==> config.mk <==
export PLATFORM = sky130hd
export DESIGN_NAME = bus_cdc_sender
export DESIGN_NICKNAME = d
export VERILOG_FILES = /design/src/rtl/bus_cdc_pkg.sv /design/src/rtl/bus_cdc_fifo.sv /design/src/rtl/bus_cdc_sender.sv
export SDC_FILE = /design/constraint.sdc
export NUM_CORES = 1
export LEC_CHECK = 0
export CORE_MARGIN = 2
export CORE_UTILIZATION = 30
export DETAILED_ROUTE_END_ITERATION = 16
export GPL_TIMING_DRIVEN = 1
export HOLD_SLACK_MARGIN = 0.12
export PLACE_DENSITY = 0.54
export SYNTH_ARGS = -nofsm -noshare
export SYNTH_HDL_FRONTEND = slang
export SYNTH_SLANG_ARGS = --single-unit
==> constraint.sdc <==
create_clock -name clk -period 3.55 [get_ports clk]
set_clock_uncertainty 0.2 [all_clocks]
set_input_delay 0.71 -clock clk [delete_from_list [all_inputs] [get_ports clk]]
set_output_delay 0.71 -clock clk [all_outputs]
set_load 0.03 [all_outputs]
==> src/rtl/bus_cdc_pkg.sv <==
// bus_cdc_pkg: shared FSM states, default sizes and pointer-width helper for the bus CDC sender
package bus_cdc_pkg;
  typedef enum logic [1:0] {IDLE, SEND, WAIT_HI, WAIT_LO} stateT;
  localparam int DEF_SIZE = 8;
  localparam int DEF_DEPTH = 4;
  function automatic int ptrWidth(input int depth);
    return (depth > 1) ? $clog2(depth) : 1;
  endfunction
endpackage

==> src/rtl/bus_cdc_fifo.sv <==
// bus_cdc_fifo: synchronous FIFO with registered occupancy count and head-of-queue output
module bus_cdc_fifo
  import bus_cdc_pkg::*;
#(
  parameter int SIZE = DEF_SIZE,
  parameter int DEPTH = DEF_DEPTH
) (
  input  logic            clk,
  input  logic            rst,
  input  logic            push,
  input  logic            pop,
  input  logic [SIZE-1:0] wrData,
  output logic            full,
  output logic            empty,
  output logic [SIZE-1:0] headData
);
  localparam int PW = ptrWidth(DEPTH);
  logic [SIZE-1:0] mem [DEPTH];
  logic [PW-1:0] wrPtr, rdPtr;
  logic [PW:0] count;
  logic doPush, doPop;
  assign full = count == (PW+1)'(DEPTH);
  assign empty = count == '0;
  assign doPush = push && !full;
  assign doPop = pop && !empty;
  assign headData = mem[rdPtr];
  // Pointers wrap naturally because DEPTH is a power of two
  always_ff @(posedge clk) begin
    if (rst) begin
      wrPtr <= '0;
      rdPtr <= '0;
      count <= '0;
    end else begin
      if (doPush) wrPtr <= wrPtr + PW'(1);
      if (doPop) rdPtr <= rdPtr + PW'(1);
      count <= count + (PW+1)'(doPush) - (PW+1)'(doPop);
    end
  end
  // Storage needs no reset; only entries covered by the count are ever read
  always_ff @(posedge clk) begin
    if (doPush) mem[wrPtr] <= wrData;
  end
endmodule

==> src/rtl/bus_cdc_sender.sv <==
// bus_cdc_sender: buffers upstream words and launches them one at a time into the toggle-handshake crossing
module bus_cdc_sender
  import bus_cdc_pkg::*;
#(
  parameter int SIZE = DEF_SIZE,
  parameter int DEPTH = DEF_DEPTH,
  parameter int CNT_W = 16,
  parameter int TIMEOUT = 15
) (
  input  logic             clk,
  input  logic             rst,
  input  logic             in_valid,
  output logic             in_ready,
  input  logic [SIZE-1:0]  in_data,
  output logic             flag_out,
  input  logic             busy_in,
  output logic [SIZE-1:0]  bus_out,
  output logic             idle,
  output logic             err,
  output logic [CNT_W-1:0] sent_count
);
  localparam int TW = $clog2(TIMEOUT + 1);
  stateT state, stateNext;
  logic full, empty, pop, flagNext, errNext;
  logic [SIZE-1:0] headData, busNext;
  logic [CNT_W-1:0] cntNext;
  logic [TW-1:0] toCnt, toNext;
  assign in_ready = !full;
  assign idle = (state == IDLE) && empty;
  bus_cdc_fifo #(.SIZE(SIZE), .DEPTH(DEPTH)) fifo (
    .clk(clk),
    .rst(rst),
    .push(in_valid && in_ready),
    .pop(pop),
    .wrData(in_data),
    .full(full),
    .empty(empty),
    .headData(headData)
  );
  // State and output registers; bus_out holds the last launched word until the next launch
  always_ff @(posedge clk) begin
    if (rst) begin
      state <= IDLE;
      bus_out <= '0;
      flag_out <= 1'b0;
      sent_count <= '0;
      err <= 1'b0;
      toCnt <= '0;
    end else begin
      state <= stateNext;
      bus_out <= busNext;
      flag_out <= flagNext;
      sent_count <= cntNext;
      err <= errNext;
      toCnt <= toNext;
    end
  end
  // Launch only from IDLE with busy low, then follow busy through one full round-trip
  always_comb begin
    stateNext = state;
    busNext = bus_out;
    flagNext = 1'b0;
    cntNext = sent_count;
    errNext = err;
    toNext = toCnt;
    pop = 1'b0;
    unique case (state)
      IDLE: if (!empty && !busy_in) begin
        pop = 1'b1;
        busNext = headData;
        flagNext = 1'b1;
        cntNext = sent_count + CNT_W'(1);
        stateNext = SEND;
      end
      SEND: begin
        toNext = '0;
        stateNext = WAIT_HI;
      end
      WAIT_HI: if (busy_in) stateNext = WAIT_LO;
      else begin
        toNext = toCnt + TW'(1);
        if (toNext == TW'(TIMEOUT)) begin
          errNext = 1'b1;
          stateNext = IDLE;
        end
      end
      WAIT_LO: if (!busy_in) stateNext = IDLE;
      default: stateNext = IDLE;
    endcase
  end
endmodule

# ---- Yosys cells after proc, flatten, opt, wreduce, memory -nomap -nowiden
# Memory sizes are Yosys's and may differ from the RTL's. A register that Yosys moved wholly into a read port is not among the register bits.
# Cells that the tools add are included.
dict set report classes {
  add_sub_neg 6
  n_eq_ne 9
  muxes 11
  n_bitwise 1
  n_reduce_logical 15
}
# operator n
set op_table {}
lappend op_table {{$add 16x1->16 const B} 1}
lappend op_table {{$mux 2} 4}
lappend op_table {{$pmux 2 s4} 1}
lappend op_table {{$pmux 4 s2} 1}
lappend op_table {{$reduce_and 3->1} 2}
lappend op_table {{$logic_and 1x1->1} 5}
lappend op_table {{$add 2x1->2 const B} 2}
lappend op_table {{$add 4x1->4 const B} 1}
lappend op_table {{$eq 2x2->1 const B} 2}
lappend op_table {{$eq 4x4->1 const B} 1}
lappend op_table {{$mux 1} 4}
lappend op_table {{$mux 4} 1}
lappend op_table {{$ne 2x2->1 const B} 2}
lappend op_table {{$reduce_and 2->1} 2}
lappend op_table {{$add 3x1->3} 1}
lappend op_table {{$eq 3x3->1 const B} 1}
lappend op_table {{$logic_not 1->1} 3}
lappend op_table {{$logic_not 3->1} 1}
lappend op_table {{$ne 3x3->1 const B} 1}
lappend op_table {{$sub 3x1->3} 1}
lappend op_table {{$eq 2x1->1 const B} 1}
lappend op_table {{$logic_not 2->1} 1}
lappend op_table {{$ne 2x1->1 const B} 1}
lappend op_table {{$reduce_bool 2->1} 1}
lappend op_table {{$not 1->1} 1}
dict set report word_totals {
  register_bits 31
  ram_bits 32
  in_bits 12
  out_inout_bits 28
  mem_count 1
}
# name depth word_bits rd rd_clocked_by_memory_dff wr line_no
set memory_table {}
lappend memory_table {fifo.mem 4 8 1 1 1 bus_cdc_fifo.sv:18} ;# logic [SIZE-1:0] mem [DEPTH];

# ---- Longest topological paths before layout
dict set report depth {
  word_depth 7
  ltp_mapped 12
  depth_no_buf 10
}

# ---- By module
# From an unflattened synthesis, not the netlist that was laid out.
dict set report unflattened {
  cells_unflattened 266
  area_unflattened_um2 3064.2
}
# module instances cells_each area_per_inst_um2
set by_module_without_submodules {}
lappend by_module_without_submodules {bus_cdc_fifo 1 93 1634.1}
lappend by_module_without_submodules {bus_cdc_sender 1 173 1430.1}

# ---- Worst setup path after synthesis
# Ideal clock, no wire load.
dict set report synth_path {
  path_kind {input-to-reg}
  startpoint {input port busy_in}
  endpoint {register fifo.count[2]}
  setup_time_ps 128
  arrival_time_ps 2743
  required_ps 3222
  slack_ps 479
  path_stages 12
  n_path_buf 2
  cell_sequence {clkbuf_1 > nor3_1 > nand2_1 > inv_1 > clkbuf_1 > ha_1 > inv_1 > ha_1 > fa_1 > xnor2_1 > xnor2_1 > nor2_1}
}
dict set report synth_between {
  elab_chain_len 6
}
# element line_no
set synth_lines {}
lappend synth_lines {{start, declared} bus_cdc_sender.sv:16} ;# input logic busy_in,
lappend synth_lines {{$logic_not 1->1} --}
lappend synth_lines {{$logic_and 1x1->1} bus_cdc_sender.sv:68} ;# IDLE: if (!empty && !busy_in) begin
lappend synth_lines {{$mux 1} bus_cdc_sender.sv:68}
lappend synth_lines {{$mux 1} bus_cdc_sender.sv:67} ;# unique case (state)
lappend synth_lines {{$logic_and 1x1->1} bus_cdc_fifo.sv:25} ;# assign doPop = pop && !empty;
lappend synth_lines {{named net fifo.doPop} bus_cdc_fifo.sv:21} ;# logic doPush, doPop;
lappend synth_lines {{$sub 3x1->3} bus_cdc_fifo.sv:36} ;# count <= count + (PW+1)'(doPush) - (PW+1)'(doPop);
lappend synth_lines {{end signal, assigned} bus_cdc_fifo.sv:36}
lappend synth_lines {{end, declared} bus_cdc_fifo.sv:20} ;# logic [PW:0] count;
# The timed path passes the listed nets, and every way through them passes these cells.
# A chain may end at the register's enable or synchronous reset.

# ---- Final worst setup path
dict set report layout_path {
  startpoint {register fifo.count[2]}
  endpoint {output port idle}
}
dict set report layout_between {
  elab_chain_len 2
}
# element line_no
set layout_lines {}
lappend layout_lines {{$logic_not 3->1} bus_cdc_fifo.sv:23} ;# assign empty = count == '0;
lappend layout_lines {{$logic_and 1x1->1} bus_cdc_sender.sv:29} ;# assign idle = (state == IDLE) && empty;
lappend layout_lines {{end, declared} bus_cdc_sender.sv:18} ;# output logic idle,
# No other way between the ends.

==> out/metrics.cfg <==
[global_routing]
grt_max_degree = 26
overflow = 0
grt_pass1_wl_um = 9590
antenna_found_initial = 0
grt_util_all_layers_pct = 11.3
first_global_vias = 1968

[power]
ir_worst_vdd_mv = 0.240
powerDensity_nw_per_um2 = 633
p_leak_nw = 1.25

[placed_design]
gp_congestion = 0.771
dp_hpwl_um = 4010
portBuffers = 39
dp.cells = 424
dp_slack_ps = 269

[sta]
worst_slew_pin_slew_ps = 660
final_max_slew_viol_count = 0
period_needed_ps = 2990
fin_tns_setup_ps = 0
setup_slack_ps = 557
setup_violations = 0
finalCritPeriodShare_pct = 84.3
slew_headroom_pct = 55.9
rsz0062_at_grt = no
hold_viol = 0
max_freq_ghz = 0.334

[critical_path]
rr_startpoint = fifo.count[2]
setup.worst_path.start_class = flop
cp_max_fo = 5
crit_path_end_kind = primary output
critical_path_required_ps = 2640
worstSetupPathType = flop to primary output
timing.rr.end = fifo.count[2]
ff2ff_setup_slack_ps = 970
rr_worst_depth = 10
worst_ep_arrival_time_ps = 2080

[synthesis]
synthAdderAreaFrac_pct = 4.42
synth_top_area_share_pct = 32.0
ys_ff_latch = 71
syn-cell-area_sq_um = 3000
yosysSeqAreaShare_pct = 58.0
synth_compound_area_share_pct = 7.75
postSynthCellCount = 264
yosysWarnings = 0
syn-num-nets = 286
synth_edf_count = 32
synth_xor_area_share_pct = 4.08
yosys.area_share.simple_pct = 15.3
synth.distinct_cells = 38
synthArstFlopShare_pct = 0
avgSynthCellArea_sq_um = 11.4
synthFlopType = dfxtp_1
yosys.area.top_type = edfxtp_1
synth_area_leaders = edfxtp_1, dfxtp_1, mux4_2
synthMuxAreaShare_pct = 6.71
synth_top_family_by_area = simple AND/OR/NAND/NOR gates
synth_common_cells = dfxtp_1, edfxtp_1, nand2_1
yosysMostFrequentCell = dfxtp_1

[floorplan]
die_h_um = 104
rows = 36
dieWidth_um = 104
num_io_pins = 40
die-area_sq_um = 10800
coreArea_sq_um = 9730
initial_core_util_pct = 30.9

[layout]
area_delta_synth_final_pct = 24.8
final_nets = 324
ff_latch_area_sq_um = 1740
antenna_cells = 0
multi_input_area_sq_um = 1150
final-instance-count-excl-fill = 440
fillers = 976
drive_above_1_share_pct = 10.4

[clock_network]
post_cts_buffers = 0
cts_made_buffers = 9
postCtsHoldBufs = 0
clock_latency_ps = 350
clkTransAtPathRegs_ps = 80
cts_tree = yes
ctsLongestPathBuffers = 2
root_buffer = clkbuf_8
post_cts_resize_count = 0
numClockSinks = 71
htreeDepth = 3

[hold_path]
min_to = bus_out[0]
hp-start = bus_out[0]
whs_path_depth = 2
hold_class = flop to flop

[detailed_routing]
drt_iter0_markers = 93
drc = 0
totalWireLength_um = 5830
first_pass_iters = 4
ant_nets = 0
vias = 2027
viasPerCell = 4.61
post_drt_wl_per_cell_um = 13.3

[run]
cap_violations = 0

[outcome]
status = finished, final reports clean

worst max-delay path: stages, from the launching register on:
cell             delay [ps]
dfxtp_1                 360
or3_1                   450
nor3_1                  210
clkdlybuf4s50_1         710
metrics by stage:
step	power, mW	util, %	instance area [sq um]	hold slack (ps)
4_1_cts	2.41	38.5	3750	263
6_report	2.37	38.5	3750	261
3_5_place_dp	1.67	36.2	3520	250
2_1_floorplan	1.47	-	3000	314
5_1_grt	2.51	38.5	3750	278
3_3_place_gp	1.66	36.2	3520	239
placed cells by master, fill, tap and decap left out, types with 6 or more instances in the layout:
master / netlist / final
nor3_1: 6 / 6
ha_1: 9 / 9
nand2_1: 28 / 28
nand3_1: 7 / 7
clkdlybuf4s50_1: 0 / 39
edfxtp_1: 32 / 32
dfxtp_1: 39 / 39
inv_1: 11 / 11
mux4_2: 8 / 8
xnor2_1: 9 / 9
clkbuf_8: 0 / 9
nor2_1: 20 / 20
or3_1: 8 / 8
a21oi_1: 19 / 19
how the worst max path moves through the flow:
stage / end / startpoint / slack, ps / cells after the start
after global placement: fifo.count[2] / busy_in / 350 / 11
after detailed placement: fifo.count[2] / busy_in / 270 / 11
final: idle / fifo.count[2] / 560 / 3
after global routing: idle / fifo.count[2] / 450 / 3
after floorplan: fifo.count[2] / busy_in / 480 / 12
after CTS: idle / fifo.count[2] / 490 / 3
where the power goes:
part / internal (mW) / switching (mW)
Sequential: 0.959 / 0.106
Combinational: 0.270 / 0.307
Clock: 0.405 / 0.325
cell families (layout without fill, tap and decap cells):
family	count (synthesis)	in the layout
AO/OA/AOI/OAI	38	38
XOR/XNOR	14	14
adder cells (fa/ha/maj)	10	10
buffers and inverters	27	70
flip-flops	71	71
multiplexers	10	10
AND/OR/NAND/NOR	94	94
state kept, by name, indices dropped and copies added, names as in the netlist:
register,count
fifo.mem,32
fifo.count,3
err,1
fifo.rdPtr,2
fifo.wrPtr,2
toCnt,4
bus_out,8
sent_count,16
state,2
flag_out,1
per-layer routing:
metal / track usage, % / routed length (um) / vias to the layer above
li1: - / - / 1011
met1: 13.7 / 2700 / 958
met2: 18.4 / 2750 / 48
met3: 3.88 / 263 / 10
met4: 5.02 / 119 / 0
met5: 0 / 0 / -
cell type report:
| type | count | share of cell area (%) |
|---|---|---|
| clock inverter | 7 | 2.77 |
| sequential | 71 | 46.5 |
| tap | 133 | 4.44 |
| multi-input combinational | 166 | 30.7 |
| clock buffer | 9 | 3.31 |
| inverter | 11 | 1.10 |
| timing repair buffer | 43 | 11.2 |
Power figures use the tool's default switching activity.
